`src/rtl/adc_scan_sequencer_pkg.sv`:
```
// Shared types and default sizing for the ADC scan sequencer.
package adc_seq_pkg;

  localparam int NCHAN = 8;
  localparam int CHW   = $clog2(NCHAN);
  localparam int DW    = 12;

  typedef enum logic [1:0] {
    S_IDLE    = 2'd0,
    S_SELECT  = 2'd1,
    S_DISCARD = 2'd2,
    S_CAPTURE = 2'd3
  } state_t;

endpackage

```
`src/rtl/scan_next_chan.sv`:
```
// Finds the first set bit of a channel mask strictly after the current channel, wrapping around.
module scan_next_chan
  import adc_seq_pkg::*;
#(
  parameter int NCHAN = adc_seq_pkg::NCHAN,
  parameter int CW    = $clog2(NCHAN)
) (
  input  logic [NCHAN-1:0] mask,
  input  logic [CW-1:0]    cur,
  output logic [CW-1:0]    next_chan,
  output logic             any_set
);

  assign any_set = |mask;

  // Search from the farthest offset down so the nearest set bit wins; offset NCHAN is cur itself.
  always_comb begin
    next_chan = cur;
    for (int k = NCHAN; k >= 1; k--) begin
      next_chan = mask[cur + CW'(k)] ? (cur + CW'(k)) : next_chan;
    end
  end

endmodule

```
`src/rtl/adc_scan_sequencer.sv`:
```
// Chooses the ADC channel (manual or round-robin scan), drops settling conversions
// and keeps the latest valid result per channel for the display mux.
module adc_scan_sequencer
  import adc_seq_pkg::*;
#(
  parameter int NCHAN  = adc_seq_pkg::NCHAN,
  parameter int DW     = adc_seq_pkg::DW,
  parameter int SETTLE = 1
) (
  input  logic                     clk,
  input  logic                     reset,
  input  logic                     mode,
  input  logic [$clog2(NCHAN)-1:0] sel_chan,
  input  logic [NCHAN-1:0]         scan_mask,
  input  logic                     conv_done,
  input  logic [DW-1:0]            adc_result,
  output logic [$clog2(NCHAN)-1:0] chan,
  input  logic [$clog2(NCHAN)-1:0] rd_chan,
  output logic [DW-1:0]            rd_data,
  output logic                     rd_valid,
  output logic                     upd_stb,
  output logic [$clog2(NCHAN)-1:0] upd_chan
);

  localparam int         CW         = $clog2(NCHAN);
  localparam logic [1:0] SETTLE_CNT = 2'(SETTLE);

  state_t           state_r;
  logic [1:0]       cnt_r;
  logic [CW-1:0]    chan_r;
  logic [CW-1:0]    upd_chan_r;
  logic             upd_stb_r;
  logic [DW-1:0]    store_r [NCHAN];
  logic [NCHAN-1:0] valid_r;

  logic [CW-1:0]    scan_chan_s;
  logic             any_set_s;
  logic [CW-1:0]    target_s;
  logic             hold_s;

  scan_next_chan #(.NCHAN(NCHAN), .CW(CW)) u_next (
    .mask      (scan_mask),
    .cur       (chan_r),
    .next_chan (scan_chan_s),
    .any_set   (any_set_s)
  );

  // Target channel for the next SELECT; an empty scan mask parks the sequencer.
  always_comb begin
    target_s = chan_r;
    hold_s   = 1'b0;
    if (mode) begin
      target_s = scan_chan_s;
      hold_s   = ~any_set_s;
    end else begin
      target_s = sel_chan;
    end
  end

  // Sequencer state machine, result store and update strobe.
  always_ff @(posedge clk) begin
    if (reset) begin
      state_r    <= S_IDLE;
      cnt_r      <= 2'd0;
      chan_r     <= {CW{1'b0}};
      upd_chan_r <= {CW{1'b0}};
      upd_stb_r  <= 1'b0;
      valid_r    <= {NCHAN{1'b0}};
      for (int i = 0; i < NCHAN; i++) begin
        store_r[i] <= {DW{1'b0}};
      end
    end else begin
      upd_stb_r <= 1'b0;
      case (state_r)
        S_IDLE: begin
          state_r <= S_SELECT;
        end
        S_SELECT: begin
          if (!hold_s) begin
            if (target_s != chan_r) begin
              chan_r  <= target_s;
              cnt_r   <= SETTLE_CNT;
              state_r <= S_DISCARD;
            end else begin
              state_r <= S_CAPTURE;
            end
          end
        end
        S_DISCARD: begin
          // The ADC result lags the channel config, so these strobes still carry the old channel.
          if (conv_done) begin
            cnt_r <= cnt_r - 2'd1;
            if (cnt_r == 2'd1) begin
              state_r <= S_CAPTURE;
            end
          end
        end
        S_CAPTURE: begin
          if (conv_done) begin
            store_r[chan_r] <= adc_result;
            valid_r[chan_r] <= 1'b1;
            upd_stb_r       <= 1'b1;
            upd_chan_r      <= chan_r;
            state_r         <= S_SELECT;
          end
        end
        default: begin
          state_r <= S_IDLE;
        end
      endcase
    end
  end

  assign chan     = chan_r;
  assign upd_stb  = upd_stb_r;
  assign upd_chan = upd_chan_r;
  assign rd_data  = store_r[rd_chan];
  assign rd_valid = valid_r[rd_chan];

endmodule

```
`config.mk`:
```
export PLATFORM = sky130hd
export DESIGN_NAME = adc_scan_sequencer
export DESIGN_NICKNAME = d
export VERILOG_FILES = /design/src/rtl/adc_scan_sequencer_pkg.sv /design/src/rtl/scan_next_chan.sv /design/src/rtl/adc_scan_sequencer.sv
export SDC_FILE = /design/constraint.sdc
export NUM_CORES = 1
export LEC_CHECK = 0
export ABC_CLOCK_PERIOD_IN_PS = 5300
export CORE_MARGIN = 2
export CORE_UTILIZATION = 47
export CTS_BUF_LIST = sky130_fd_sc_hd__clkbuf_8
export CTS_CLUSTER_DIAMETER = 100
export DETAILED_ROUTE_END_ITERATION = 8
export PLACE_DENSITY = 0.67
export SETUP_SLACK_MARGIN = 0.4
export SYNTH_ARGS = -nofsm -noshare
export SYNTH_HDL_FRONTEND = slang
export SYNTH_HIERARCHICAL = 1
export SYNTH_SLANG_ARGS = --single-unit
```
`constraint.sdc`:
```
create_clock -name clk -period 5.3 [get_ports clk]
set_clock_uncertainty 0.15 [all_clocks]
set_input_delay 0.53 -clock clk [delete_from_list [all_inputs] [get_ports clk]]
set_output_delay 0.53 -clock clk [all_outputs]
set_load 0.02 [all_outputs]
```
==> metrics.yaml <==
worst_hold_path:
  worstHoldStart: "valid_r[0]$_SDFFE_PP0N_"
  hp-class: "reg2reg"
logic_synthesis:
  synth_flop_cell: "edfxtp_1"
  netlist_area_um2: 6140
  ys_ff_latch: 115
  synth_area_per_cell_um2: 13.4
  yosysWarnings: 6
  synth_nets: 495
  ys_seq_area_share_pct: 53.1
  synth_edf_count: 96
  syn_inst: 459
  ys_types: 51
  async_reset_ff_share_pct: 0
routing:
  via_count: 3912
  via_per_inst: 5.64
  drt_iter0_drc: 262
  wirelength_mm: 13.9
  drc: 0
  ant_nets: 0
  post_drt_wl_per_cell_um: 20.0
  drt-pass1-iter-count: 5
global_route:
  grt_max_degree: 28
  grt_pass1_wl_mm: 22.3
  overflow: 0
  antenna_found_initial: 0
  grt_pass1_vias: 4095
  grt_use_total_pct: 21.2
clock_tree:
  post_cts_buffers: 0
  clock-sinks: 115
  cts_tree: "yes"
  cts_root_buf: "clkbuf_8"
  cts_buffers: 17
  cts_hold_buffers: 0
  clock_latency_ns: 0.43
  clock_path_buffers: 2
  cts_max_level: 4
  path_clk_slew_ns: 0.07
  post_cts_resized: 0
worst_setup_path:
  cp-start-kind: "flop"
  crit_path_max_fanout: 14
  cp_common_cell: "mux2i_1"
  end_kind: "flop"
  path_class: "reg2reg"
  slowest_stage: "ha_1"
  max_stage_delay_ns: 0.63
  worstReg2RegStart: "chan[1]$_SDFFE_PP0P_"
  worstPathArrival_ns: 4.22
  crit_required_ns: 5.50
  setup.worst_path.start: "chan[1]$_SDFFE_PP0P_"
  path_cells: "inv_1, ha_1, mux4_2, mux2i_1, o22ai_1, o211ai_1, a41oi_1, a311oi_1, mux2i_1, xor2_1, and4_4, or3_4, a221oi_2"
finish:
  nets: 545
  final_cells: 694
  fill_cells: 1080
  stdcell_area_um2: 7180
  multiInputGateArea_um2: 2690
  drive_above_1_share_pct: 19.7
  regArea_um2: 3260
  diodes: 0
  synthToLayoutAreaGrowth_pct: 17.0
floorplan:
  initial_core_util_pct: 48.5
  fp.dieH_um: 118
  fp.dieW_um: 118
  dieArea_um2: 14000
  io_pins: 50
  rows: 41
  coreArea_um2: 12700
sta:
  worstMarginPinSlew_ns: 1.16
  hold_viol_final: 0
  slew_violations: 0
  finalSetupViolCount: 0
  fin_crit_ns: 4.02
  slew_headroom_pct: 22.4
  max_freq_mhz: 249
  setup_tns_ns: 0
  rsz0062_at_grt: "false"
  period_share_pct: 75.9
power_and_ir_drop:
  peakVddDrop_v: 0.000223
  cellPowerDensity_nw_per_um2: 382
  power_mw: 2.75
  p_leak_nw: 2.66
place:
  placed_area_um2: 6780
  gp_congestion: 0.936
  place_inst: 662
  io_buffers: 49
  place_hpwl_mm: 8.98
run:
  cap_violations: 0
status:
  outcome: "complete, no violations"
logic make-up (layout without fill, tap and decap cells):
group / after synthesis / after routing / synth area share [%]
AO/OA/AOI/OAI: 55 / 55 / 6.56
XOR/XNOR: 7 / 7 / 0.999
buffers and inverters: 39 / 102 / 3.06
AND/OR/NAND/NOR: 161 / 161 / 15.2
multiplexers: 76 / 76 / 19.8
adder cells (fa/ha/maj): 6 / 6 / 1.22
flip-flops: 115 / 115 / 53.1
power by group:
group	internal (mW)	switching (mW)	leakage, nW
Sequential	1.03	0.0306	1.15
Combinational	0.387	0.462	1.29
Clock	0.499	0.338	0.218
Total	1.91	0.831	2.66
cells in the mapped netlist, drive strengths merged (5+ instances only):
cell    instances  area share (%)
and2           97             9.9
buf            15             1.6
dfxtp          19             6.2
nor2           20             1.2
mux2i          21             3.4
edfxtp         96              47
mux4           34              13
clkbuf         14            0.88
nand3           7            0.57
o211ai          5            0.61
mux2           21             3.9
o22ai           6            0.61
ha              6             1.2
inv            10            0.61
a21o            8            0.98
a21oi           8            0.65
o21ai          10            0.82
nand2          16             1.0
worst max-delay path: cells and delay by family, from the launching register on:
| family | cells | cell delay (ns) |
|---|---|---|
| adders and majority gates | 1 | 0.63 |
| muxes | 3 | 0.87 |
| xor gates and xnor gates | 1 | 0.17 |
| buffers and inverters | 1 | 0.12 |
| AOI/OAI and AO/OA | 5 | 1.07 |
| DFF | 1 | 0.33 |
| and+or+nand+nor | 2 | 0.58 |
per-stage QoR:
stage | setup slack (ns) | utilization [%] | hold slack [ns]
6_report | 1.28 | 56.7 | 0.302
5_1_grt | 0.891 | 56.7 | 0.324
4_1_cts | 1.28 | 56.7 | 0.302
3_5_place_dp | 1.13 | 53.5 | 0.287
3_3_place_gp | 1.25 | 53.5 | 0.277
2_1_floorplan | 1.44 | - | 0.271
sequential cells by signal (all words and copies together), names as in the netlist:
signal	cells
valid_r	8
store_r	96
cnt_r	2
upd_stb	1
state_r	2
upd_chan	3
chan	3
cells in the final DEF, fill, tap and decap left out, types with 11 or more instances in the layout:
| cell type | netlist | routed |
|---|---|---|
| mux2_2 | 21 | 21 |
| clkdlybuf4s50_1 | 0 | 48 |
| nand2_1 | 15 | 15 |
| edfxtp_1 | 96 | 96 |
| inv_1 | 10 | 12 |
| and2_1 | 97 | 97 |
| dfxtp_1 | 19 | 19 |
| clkbuf_8 | 0 | 17 |
| buf_4 | 2 | 11 |
| mux4_2 | 33 | 33 |
| mux2i_1 | 21 | 21 |
| nor2_1 | 20 | 20 |
metal layers:
layer	track usage, %	wire length, µm	share of wire (%)
met5	0	0	0
met4	6.78	153	1.1
met3	5.12	852	6.1
met2	35.2	6940	50
met1	27.4	5940	43
path summary, 6_finish.rpt:
kind | to | slack [ns] | cells past startpoint
max | cnt_r[0]$_SDFFE_PP0P_ | 1.28 | 13
min reg2reg | valid_r[0]$_SDFFE_PP0N_ | 0.30 | 1
max reg2reg | cnt_r[0]$_SDFFE_PP0P_ | 1.28 | 13
min | valid_r[0]$_SDFFE_PP0N_ | 0.30 | 1
final cells by class:
| class | instances | share of cell area [%] |
|---|---|---|
| Sequential cell | 115 | 45.4 |
| Multi-Input combinational cell | 305 | 37.5 |
| Timing Repair Buffer | 60 | 7.91 |
| Clock buffer | 17 | 3.26 |
| Tap cell | 172 | 3.00 |
| Clock inverter | 15 | 2.40 |
| Inverter | 10 | 0.523 |
Note: power is estimated with default switching activity, not from simulation.
